[src/rtl/eeg_pea_pkg.sv]
`default_nettype none
// -----------------------------------------------------------------------------
// eeg_pea_pkg : feeder FSM encoding and default widths shared with the PE.
// Rev 1.0
// -----------------------------------------------------------------------------
package eeg_pea_pkg;

   localparam int unsigned DEF_DATA_ACT_DW = 8;
   localparam int unsigned DEF_DATA_WEI_DW = 8;
   localparam int unsigned DEF_ARAM_ADD_AW = 10;
   localparam int unsigned DEF_CONV_WEI_DW = 3;

   typedef enum logic [3:0] {
      ST_IDLE  = 4'b0001,
      ST_WLD   = 4'b0010,
      ST_RUN   = 4'b0100,
      ST_DRAIN = 4'b1000
   } feed_state_e;

endpackage
`default_nettype wire

[src/rtl/eeg_feed_nz_pick.sv]
`default_nettype none
// -----------------------------------------------------------------------------
// eeg_feed_nz_pick : lowest set mask bit strictly above idx_i; none_o if absent.
// Rev 1.0
// -----------------------------------------------------------------------------
module eeg_feed_nz_pick #(
   parameter int unsigned IDX_W = 3
) (
   input  logic [(1<<IDX_W)-1:0] mask_i,
   input  logic [IDX_W-1:0]      idx_i,
   output logic [IDX_W-1:0]      nxt_o,
   output logic                  none_o
);

   localparam int NW = 1 << IDX_W;

   // Descending scan so the last hit written is the lowest qualifying index.
   always_comb begin
      nxt_o  = '0;
      none_o = 1'b1;
      for (int i = NW - 1; i >= 0; i--) begin
         if (mask_i[i] && (i > int'(idx_i))) begin
            nxt_o  = IDX_W'(i);
            none_o = 1'b0;
         end
      end
   end

endmodule
`default_nettype wire

[src/rtl/eeg_pea_eng_feed.sv]
`default_nettype none
// -----------------------------------------------------------------------------
// eeg_pea_eng_feed : loads a weight kernel, expands each activation into one PE
// beat per non-zero weight. EEG_FEED_ZSKIP_EN drops zero non-last activations.
// Rev 1.0
// -----------------------------------------------------------------------------
module eeg_pea_eng_feed
   import eeg_pea_pkg::*;
#(
   parameter int unsigned DATA_ACT_DW = DEF_DATA_ACT_DW,
   parameter int unsigned DATA_WEI_DW = DEF_DATA_WEI_DW,
   parameter int unsigned ARAM_ADD_AW = DEF_ARAM_ADD_AW,
   parameter int unsigned CONV_WEI_DW = DEF_CONV_WEI_DW
) (
   input  logic                   clk,
   input  logic                   rst_n,
   input  logic                   START,
   input  logic [CONV_WEI_DW-1:0] CFG_CONV_WEI,
   input  logic                   WLD_VLD,
   output logic                   WLD_RDY,
   input  logic [DATA_WEI_DW-1:0] WLD_DAT,
   input  logic                   AIN_VLD,
   output logic                   AIN_RDY,
   input  logic [DATA_ACT_DW-1:0] AIN_DAT,
   input  logic [ARAM_ADD_AW-1:0] AIN_ADD,
   input  logic                   AIN_LST,
   output logic                   DIN_VLD,
   input  logic                   DIN_RDY,
   output logic [DATA_ACT_DW-1:0] ACT_DAT,
   output logic [ARAM_ADD_AW-1:0] ACT_ADD,
   output logic [DATA_WEI_DW-1:0] WEI_DAT,
   output logic [CONV_WEI_DW-1:0] WEI_IDX,
   output logic                   ACT_LST,
   output logic                   WEI_LST,
   input  logic                   PE_IS_IDLE,
   output logic                   BUSY,
   output logic                   DONE
);

   localparam int NW = 1 << CONV_WEI_DW;

   feed_state_e            state_q, state_d;
   logic [CONV_WEI_DW-1:0] cfg_q, wcnt_q;
   logic [DATA_WEI_DW-1:0] wei_q [NW];
   logic [NW-1:0]          mask_q;
   logic                   last_seen_q;

   logic                   hv_q;
   logic [DATA_ACT_DW-1:0] h_act_q;
   logic [ARAM_ADD_AW-1:0] h_add_q;
   logic                   h_lst_q;
   logic [CONV_WEI_DW-1:0] h_idx_q;

   logic                   din_vld_q, act_lst_q, wei_lst_q, done_q;
   logic [DATA_ACT_DW-1:0] act_dat_q;
   logic [ARAM_ADD_AW-1:0] act_add_q;
   logic [DATA_WEI_DW-1:0] wei_dat_q;
   logic [CONV_WEI_DW-1:0] wei_idx_q;

   logic st_idle, st_wld, st_run, st_drain;
   logic wld_acc, ain_acc, ain_emit, out_en, src_v, beat_mv, fin_mv, nz_none;
   logic [CONV_WEI_DW-1:0] s_idx, nxt_idx;

   assign st_idle  = (state_q == ST_IDLE);
   assign st_wld   = (state_q == ST_WLD);
   assign st_run   = (state_q == ST_RUN);
   assign st_drain = (state_q == ST_DRAIN);

`ifdef EEG_FEED_ZSKIP_EN
   assign ain_emit = AIN_LST | (AIN_DAT != '0);
`else
   assign ain_emit = 1'b1;
`endif

   // With an empty hold the incoming activation supplies idx 0 directly.
   assign s_idx = hv_q ? h_idx_q : '0;

   eeg_feed_nz_pick #(
      .IDX_W (CONV_WEI_DW)
   ) u_pick (
      .mask_i (mask_q),
      .idx_i  (s_idx),
      .nxt_o  (nxt_idx),
      .none_o (nz_none)
   );

   assign out_en  = ~din_vld_q | DIN_RDY;
   assign fin_mv  = st_run & hv_q & out_en & nz_none;
   assign AIN_RDY = st_run & (~hv_q | fin_mv) & ~last_seen_q;
   assign ain_acc = AIN_VLD & AIN_RDY;
   assign src_v   = st_run & (hv_q | (ain_acc & ain_emit));
   assign beat_mv = src_v & out_en;
   assign WLD_RDY = st_wld;
   assign wld_acc = WLD_VLD & st_wld;

   always_ff @(posedge clk or negedge rst_n) begin
      if (!rst_n) state_q <= ST_IDLE;
      else        state_q <= state_d;
   end

   always_comb begin
      state_d = state_q;
      unique case (state_q)
         ST_IDLE:  if (START) state_d = ST_WLD;
         ST_WLD:   if (wld_acc && (wcnt_q == cfg_q)) state_d = ST_RUN;
         ST_RUN:   if (din_vld_q && DIN_RDY && act_lst_q && wei_lst_q) state_d = ST_DRAIN;
         ST_DRAIN: if (PE_IS_IDLE) state_d = ST_IDLE;
         default:  state_d = ST_IDLE;
      endcase
   end

   always_ff @(posedge clk or negedge rst_n) begin
      if (!rst_n) begin
         cfg_q  <= '0;
         wcnt_q <= '0;
         mask_q <= '0;
         for (int i = 0; i < NW; i++) wei_q[i] <= '0;
      end else if (st_idle && START) begin
         cfg_q  <= CFG_CONV_WEI;
         wcnt_q <= '0;
         mask_q <= '0;
      end else if (wld_acc) begin
         wei_q[wcnt_q]  <= WLD_DAT;
         mask_q[wcnt_q] <= (WLD_DAT != '0) | (wcnt_q == '0);
         wcnt_q         <= wcnt_q + CONV_WEI_DW'(1);
      end
   end

   always_ff @(posedge clk or negedge rst_n) begin
      if (!rst_n)                    last_seen_q <= 1'b0;
      else if (st_idle)              last_seen_q <= 1'b0;
      else if (ain_acc && AIN_LST)   last_seen_q <= 1'b1;
   end

   always_ff @(posedge clk or negedge rst_n) begin
      if (!rst_n) begin
         hv_q    <= 1'b0;
         h_act_q <= '0;
         h_add_q <= '0;
         h_lst_q <= 1'b0;
         h_idx_q <= '0;
      end else if (!st_run) begin
         hv_q <= 1'b0;
      end else begin
         if (hv_q && out_en) begin
            if (nz_none) hv_q    <= 1'b0;
            else         h_idx_q <= nxt_idx;
         end
         if (ain_acc && ain_emit) begin
            h_act_q <= AIN_DAT;
            h_add_q <= AIN_ADD;
            h_lst_q <= AIN_LST;
            // Park at idx 0 if the output slot is taken, else resume after the bypassed beat.
            if (hv_q || !out_en) begin
               hv_q    <= 1'b1;
               h_idx_q <= '0;
            end else if (!nz_none) begin
               hv_q    <= 1'b1;
               h_idx_q <= nxt_idx;
            end
         end
      end
   end

   always_ff @(posedge clk or negedge rst_n) begin
      if (!rst_n) begin
         din_vld_q <= 1'b0;
         act_dat_q <= '0;
         act_add_q <= '0;
         wei_dat_q <= '0;
         wei_idx_q <= '0;
         act_lst_q <= 1'b0;
         wei_lst_q <= 1'b0;
      end else if (out_en) begin
         din_vld_q <= beat_mv;
         if (beat_mv) begin
            act_dat_q <= hv_q ? h_act_q : AIN_DAT;
            act_add_q <= hv_q ? h_add_q : AIN_ADD;
            act_lst_q <= hv_q ? h_lst_q : AIN_LST;
            wei_dat_q <= wei_q[s_idx];
            wei_idx_q <= s_idx;
            wei_lst_q <= nz_none;
         end
      end
   end

   always_ff @(posedge clk or negedge rst_n) begin
      if (!rst_n) done_q <= 1'b0;
      else        done_q <= st_drain & PE_IS_IDLE;
   end

   assign DIN_VLD = din_vld_q;
   assign ACT_DAT = act_dat_q;
   assign ACT_ADD = act_add_q;
   assign WEI_DAT = wei_dat_q;
   assign WEI_IDX = wei_idx_q;
   assign ACT_LST = act_lst_q;
   assign WEI_LST = wei_lst_q;
   assign BUSY    = ~st_idle;
   assign DONE    = done_q;

endmodule
`default_nettype wire
[config.mk]
export PLATFORM = sky130hd
export DESIGN_NAME = eeg_pea_eng_feed
export DESIGN_NICKNAME = d
export VERILOG_FILES = /design/src/rtl/eeg_pea_pkg.sv /design/src/rtl/eeg_feed_nz_pick.sv /design/src/rtl/eeg_pea_eng_feed.sv
export SDC_FILE = /design/constraint.sdc
export NUM_CORES = 1
export LEC_CHECK = 0
export ABC_AREA = 1
export BUFFER_PORTS_ARGS = -buffer_cell sky130_fd_sc_hd__buf_4
export CORE_MARGIN = 5
export CORE_UTILIZATION = 40
export DETAILED_ROUTE_END_ITERATION = 16
export HOLD_SLACK_MARGIN = 0.12
export PLACE_DENSITY_LB_ADDON = 0.08
export SKIP_LAST_GASP = 1
export SYNTH_ARGS = -nofsm -noshare
export SYNTH_HDL_FRONTEND = slang
export SYNTH_SLANG_ARGS = --single-unit
[constraint.sdc]
create_clock -name clk -period 2.5 [get_ports clk]
set_clock_uncertainty 0.05 [all_clocks]
set_input_delay 0.5 -clock clk [delete_from_list [all_inputs] [get_ports clk]]
set_output_delay 0.5 -clock clk [all_outputs]
set_load 0.1 [all_outputs]
==> results.md, run 1 <==
* Worst path cell trace: nand2_4, o21ai_4, nand2_1, nor2_4, nand3_2, nand2_4, nand2_4, inv_2, buf_12
* Vias/cell at 5.08
* Width of the die at 135 um
* Fin crit share at 0.973
* Fmax at 0.411 GHz
* Fin area at between 7000 and 8000 um^2
* Reg2reg path depth at 9
* Initial Util at 0.409
* Dpl hpwl at 10,900 um
* Total die area at 18,100 um^2
* Post-synth EDFFs at 0
* Yosys reg bits at 138
* Worst R2R Setup Slack at 0.32 ns
* WL met3 at 702 um
* Avg Inst Size Synth at roughly 8.5 um^2
* Initial antenna violation count at 0
* Core ar. at ~15,000 um^2
* Yosys top cell area share at 0.551
* Root Buffer: clkbuf_16
* Most common library cells after synthesis: nand2_1 (214), dfrtp_1 (137), o21ai_0 (133)
* Clock sinks at 138
* Lkg Pwr at 3.89 nW
* Number of max-cap violations at 0
* Filler cells at 1,454
* Primary FF master, synth: dfrtp_1
* DP Cell Count at 981
* Worst setup SP type: flop
* Reg2Reg Capture Point: WEI_DAT[7]
* Worst hold path stage count at 3
* Worst Max-Slew Pin Slew at 0.622 ns
* ANT cells at 0
* Power consumption at 8.15 mW
* Final Max Tran Viols at 0
* Relative slew slack at 0.585
* Status: finished clean
* CTS H-tree depth at 4
* Vias in the first global route at 4,982
* TritonCTS Buffers at 17
* Grt ovf at 0
* Synth cell types at 39
* Post-Place Cell Area at 7030 um^2
* Routed length on met2 at 7250 um
* Yosys warns at 0
* Die height at 135 um
* Final setup vio count at 0
* Clk buf depth at 2
* Post-synth design cell area at a little over 6000 um^2
* DRT Pass-1 Iters at 5
* # IOs at 73
* Crit-path max cell delay at 0.43 ns
* Highest metal used: met4
* Crit path time final at 2.43 ns
* Final ANT Viol Nets at 0
* Number of cell rows at 45
* Final non-filler cell total at about 1,000
* Final Hold Vio Count at 0
* Top cells by area, synth: dfrtp_1 (55%), nand2_1 (13%), o21ai_0 (11%)
* P per Cell Area at 1050 nW/um^2
* Hold WC Path Type: in -> reg
* Post-Syn Instances at 733
* Global-route wire length before repair at 26,100 um
* 1st-iter DRT viols at about 320
* RePlAce Congestion at 0.821
* Skew-Pair Late Insertion Delay at 0.42 ns
* M1 WL at 7860 um
* Leading area contributor after synthesis: dfrtp_1
* Worst-path maximum fanout at 7
* Hold Path End: cfg_q[0]
* # nets final at 862
* Layout cells sized above 1 at 0.197
* Critical Path RT at 1.95 ns
* Hold Path Origin: CFG_CONV_WEI[0]
* Via count at ~5,200
* IO Port Bufs at around 70
* Remaining DRCs at 0
* Layout overhead on the synthesized area at 25.3%
* Post-Route WL at 16,000 um
* Gr usage total at 0.183
* Largest net degree at the start of global routing at 62
* DR WL/cell at approximately 16 um
* Clk pin slew, worst setup/hold paths at about 0.06 ns
* Worst path slowest cell: dfrtp_2
* Critical path type: reg -> out
* Setup crit end kind: primary output
* CTS tree: built
* Sequential area share after synthesis at 0.555
* Top-count cell post-synth: nand2_1
* Max VDD drop at 0.000483 V
* Mapped Nets at 772
* Worst reg2reg startpoint: hv_q
* FFs w/ async S/R, synth at 1.00
* Arrival time worst endpoint at 1.88 ns
* Critical Path Most Common Cell: nand2_4
==> registers in the layout (all words and copies together) (netlist names), 3 cells and up <==
signal   cells
ACT_ADD     10
ACT_DAT      8
WEI_DAT      8
WEI_IDX      3
cfg_q        3
h_act_q      8
h_add_q     10
h_idx_q      3
mask_q       7
state_q      4
wcnt_q       3
wei_q       64
==> layer usage <==
metal | vias up | track usage
li1 | 2593 | -
met1 | 2483 | 0.260
met2 | 118 | 0.278
met3 | 13 | 0.0373
met4 | 0 | 0.0656
met5 | - | 0
==> layout by cell type (no fill, tap or decap), types with 7 or more instances in the layout <==
| cell | netlist | layout |
|---|---|---|
| a21oi_1 | 12 | 11 |
| buf_4 | 1 | 100 |
| clkbuf_16 | 0 | 17 |
| dfrtp_1 | 137 | 133 |
| inv_1 | 40 | 38 |
| inv_2 | 6 | 8 |
| mux2i_1 | 16 | 16 |
| nand2_1 | 214 | 210 |
| nand3_1 | 20 | 20 |
| nand4_1 | 7 | 7 |
| nor2_1 | 59 | 59 |
| o21ai_0 | 133 | 133 |
| o21ai_1 | 8 | 8 |
| o22ai_1 | 11 | 11 |
==> timing repair <==
item / 4_1_cts / 5_1_grt
gates resized for setup: 7 / 11
buffers inserted: 5 / 6
pin swaps: 1 / 6
endpoints found under the hold margin: 52 / 0
setup endpoints to repair: 1 / 1
hold buffers: 1 / 0
==> per-stage QoR <==
stage	setup TNS, ns	worst slack (ns)	util	hold WS, ns
global placement	0	0.282	0.462	0.409
CTS	0	0.00774	0.508	0.215
global route	-0.0236	-0.0236	0.513	0.224
finish	0	0.0674	0.513	0.234
floorplan	0	0.0274	-	0.154
detailed placement	0	0.244	0.462	0.416
==> area by class of cell <==
type / count / area (um^2) / area share
Tap cell: 188 / 235 / 0.0302
Multi-Input combinational cell: 514 / 2480 / 0.319
Timing Repair Buffer: 104 / 812 / 0.104
Clock inverter: 10 / 139 / 0.0178
Inverter: 48 / 181 / 0.0233
Clock buffer: 22 / 484 / 0.0621
Sequential cell: 138 / 3460 / 0.444
==> kinds of logic (layout without fill, tap and decap cells) <==
kind of cell,after synthesis,in the layout,share of synthesized area
AOI/OAI and AO/OA,177,177,0.150
xor gates and xnor gates,3,3,0.00422
adders and majority gates,2,2,0.00402
buffers and inverters,81,184,0.0523
DFF,138,138,0.555
muxes,16,16,0.0257
and+or+nand+nor,316,316,0.208
==> critical path, delay by kind of cell, from the launching register on <==
family                 cells  cell delay [ns]
AOI/OAI and AO/OA          1             0.18
buffers and inverters      2             0.23
DFF                        1             0.43
and+or+nand+nor            6             0.61
==> report_power, final <==
part / switching, mW / leakage [nW] / internal, mW / total, mW
clock network: 0.939 / 0.306 / 1.68 / 2.62
registers: 0.352 / 1.83 / 2.80 / 3.15
logic: 1.69 / 1.75 / 0.704 / 2.39
==> how the worst max path moves through the flow <==
stage / from / to / slack (ns) / cells after the start
2_1_floorplan: state_q[3] / mask_q[7] / 0.03 / 7
3_3_place_gp: hv_q / AIN_RDY / 0.28 / 9
3_5_place_dp: hv_q / AIN_RDY / 0.24 / 9
4_1_cts: h_idx_q[2] / AIN_RDY / 0.008 / 10
5_1_grt: h_idx_q[2] / AIN_RDY / -0.02 / 9
6_report: h_idx_q[2] / AIN_RDY / 0.07 / 9
No activity file was read; power rests on OpenSTA's default activity.
==> inputs of run 2 (changes only) <==
--- a/config.mk
+++ b/config.mk
@@ -12,6 +12,7 @@
 export DETAILED_ROUTE_END_ITERATION = 16
 export HOLD_SLACK_MARGIN = 0.12
 export PLACE_DENSITY_LB_ADDON = 0.08
+export RECOVER_POWER = 50
 export SKIP_LAST_GASP = 1
 export SYNTH_ARGS = -nofsm -noshare
 export SYNTH_HDL_FRONTEND = slang
==> run 2 against run 1 <==
  * Final cell count unchanged
  * Worst hold slack got worse by 0.00071 ns
  * Largest cell class unchanged
  * Clock power is essentially flat
  * Combinational power about the same
  * Flip-flop and latch count unchanged
  * Critical endpoint unchanged
  * Sequential power barely moved
  * Clock-buffer cell count unchanged
  * Design area decreased by 0.82%
  * Critical path depth unchanged
  * Register-to-register slack hardly changed
==> results.md, run 2 (synthesized netlist as in run 1, its figures left out) <==
* Setup crit end kind: primary output
* IO Port Bufs at 72 (unchanged)
* Clk buf depth at 2 (unchanged)
* Worst setup SP type: flop
* Remaining DRCs at 0 (unchanged)
* Worst Max-Slew Pin Slew at 1.46 ns (+0.838 ns)
* Routed length on met2 at 7250 um (about the same)
* 1st-iter DRT viols at 331 (+3.1%)
* Highest metal used: met4
* Final ANT Viol Nets at 0 (unchanged)
* ANT cells at 0 (unchanged)
* Reg2reg path depth at 9 (unchanged)
* Via count at 5,213 (+0.12%)
* Critical path type: reg -> out
* Vias in the first global route at 4,982 (unchanged)
* Worst hold path stage count at 3 (unchanged)
* Crit path time final at 2.43 ns (+0.00161 ns)
* DRT Pass-1 Iters at 5 (unchanged)
* DR WL/cell at 15.6 um (about the same)
* Most common cell after layout, fill and taps aside: nand2_1
* Filler cells at 1,473 (+1.3%)
* DP Cell Count at 981 (unchanged)
* Clk pin slew, worst setup/hold paths at 0.06 ns (about the same)
* # IOs at 73 (unchanged)
* CTS H-tree depth at 4 (unchanged)
* Core ar. at 15,200 um^2 (unchanged)
* M1 WL at 7840 um (-0.33%)
* Total die area at 18,100 um^2 (unchanged)
* RePlAce Congestion at 0.821 (unchanged)
* # nets final at 862 (unchanged)
* Largest net degree at the start of global routing at 62 (unchanged)
* Final Hold Vio Count at 0 (unchanged)
* Global-route wire length before repair at 26,100 um (unchanged)
* Hold WC Path Type: in -> reg
* Final non-filler cell total at 1,024 (unchanged)
* Relative slew slack at 0.0270 (-0.558)
* CTS tree: built
* Die height at 135 um (unchanged)
* P per Cell Area at 1050 nW/um^2 (+0.44%)
* Number of max-cap violations at 0 (unchanged)
* Lkg Pwr at 3.84 nW (-1.1%)
* Fin crit share at 0.974 (about the same)
* Final setup vio count at 0 (unchanged)
* Grt ovf at 0 (unchanged)
* Dpl hpwl at 10,900 um (unchanged)
* Skew-Pair Late Insertion Delay at 0.42 ns (about the same)
* Max reg flops at 64 (unchanged)
* Final Max Tran Viols at 0 (unchanged)
* Root Buffer: clkbuf_16
* Number of cell rows at 45 (unchanged)
* Critical Path RT at 1.95 ns (about the same)
* Initial Util at 0.409 (unchanged)
* Width of the die at 135 um (unchanged)
* Worst-path maximum fanout at 7 (unchanged)
* TritonCTS Buffers at 17 (unchanged)
* WL met3 at 748 um (+6.6%)
* Most frequent cells in the layout: nand2_1 (210), dfrtp_1 (133), o21ai_0 (133), buf_4 (83), nor2_1 (59)
* Gr usage total at 0.183 (unchanged)
* Clock sinks at 138 (unchanged)
* Max VDD drop at 0.000484 V (+0.23%)
* Arrival time worst endpoint at 1.88 ns (about the same)
* Status: finished clean
* Layout overhead on the synthesized area at 24.3%
* Initial antenna violation count at 0 (unchanged)
* Layout cells sized above 1 at 0.189 (-0.00837)
* Vias/cell at 5.09 (+0.12%)
* Fmax at 0.411 GHz (about the same)
* Post-Route WL at 16,000 um (about the same)
* Power consumption at 8.12 mW (-0.38%)
* Largest reg by FF count: wei_q
-- run 2: changes by cell type in the layout (fill, tap and decap cells not counted) --
cell	before	now
clkbuf_1	1	8
buf_12	2	1
clkbuf_2	0	9
buf_2	0	1
clkbuf_4	0	1
buf_4	100	83
-- run 2: path summary, 6_finish.rpt --
| kind | start | end | slack, ns |
|---|---|---|---|
| max | h_idx_q[2] | AIN_RDY | 0.07 |
| min | CFG_CONV_WEI[0] | cfg_q[0] | 0.23 |
| max reg2reg | hv_q | WEI_DAT[7] | 0.32 |
| min reg2reg | h_add_q[3] | h_add_q[3] | 0.43 |
| max in group asynchronous | rst_n | ACT_DAT[1] | 0.39 |
| min in group asynchronous | rst_n | ACT_DAT[4] | 0.92 |
-- run 2: worst max-delay path, stage by stage (launching register included) --
cell	delay (ns)
dfrtp_2	0.43
nand2_4	0.10
o21ai_4	0.18
nand2_1	0.11
nor2_4	0.13
nand3_2	0.11
nand2_4	0.10
nand2_4	0.06
inv_2	0.07
buf_12	0.16
-- run 2: cell type report --
cell class              count  area [um^2]  area share
clock buffers              22          484      0.0626
repair buffers            104          748      0.0968
multi-input cells         514         2480       0.321
flip-flops and latches    138         3460       0.448
inverters                  48          181      0.0235
clock inverters            10          139      0.0180
well taps                 188          235      0.0304
-- run 2: timing repair --
item | in CTS | in global routing
hold buffers | 1 | 0
endpoints found under the setup margin | 1 | 1
hold endpoints to repair | 52 | 0
gates resized for setup | 7 | 11
pin swaps | 1 | 6
buffers inserted | 5 | 6
-- run 2: where the power goes --
group | total (mW) | internal (mW) | switching (mW)
clock network | 2.62 | 1.68 | 0.941
logic | 2.36 | 0.672 | 1.69
registers | 3.15 | 2.80 | 0.351
-- run 2: through the flow --
step            util  hold slack [ns]  setup slack, ns  area (um^2)  TNS [ns]
2_1_floorplan      -            0.154           0.0274         6220         0
3_3_place_gp   0.462            0.409            0.282         7030         0
3_5_place_dp   0.462            0.416            0.244         7030         0
4_1_cts        0.508            0.215          0.00774         7720         0
5_1_grt        0.508            0.224          -0.0236         7730   -0.0236
6_report       0.508            0.233           0.0658         7730         0
-- run 2: per-layer routing --
layer	GRT usage	vias up
li1	-	2594
met4	0.0656	0
met1	0.260	2475
met5	0	-
met2	0.278	130
met3	0.0373	14
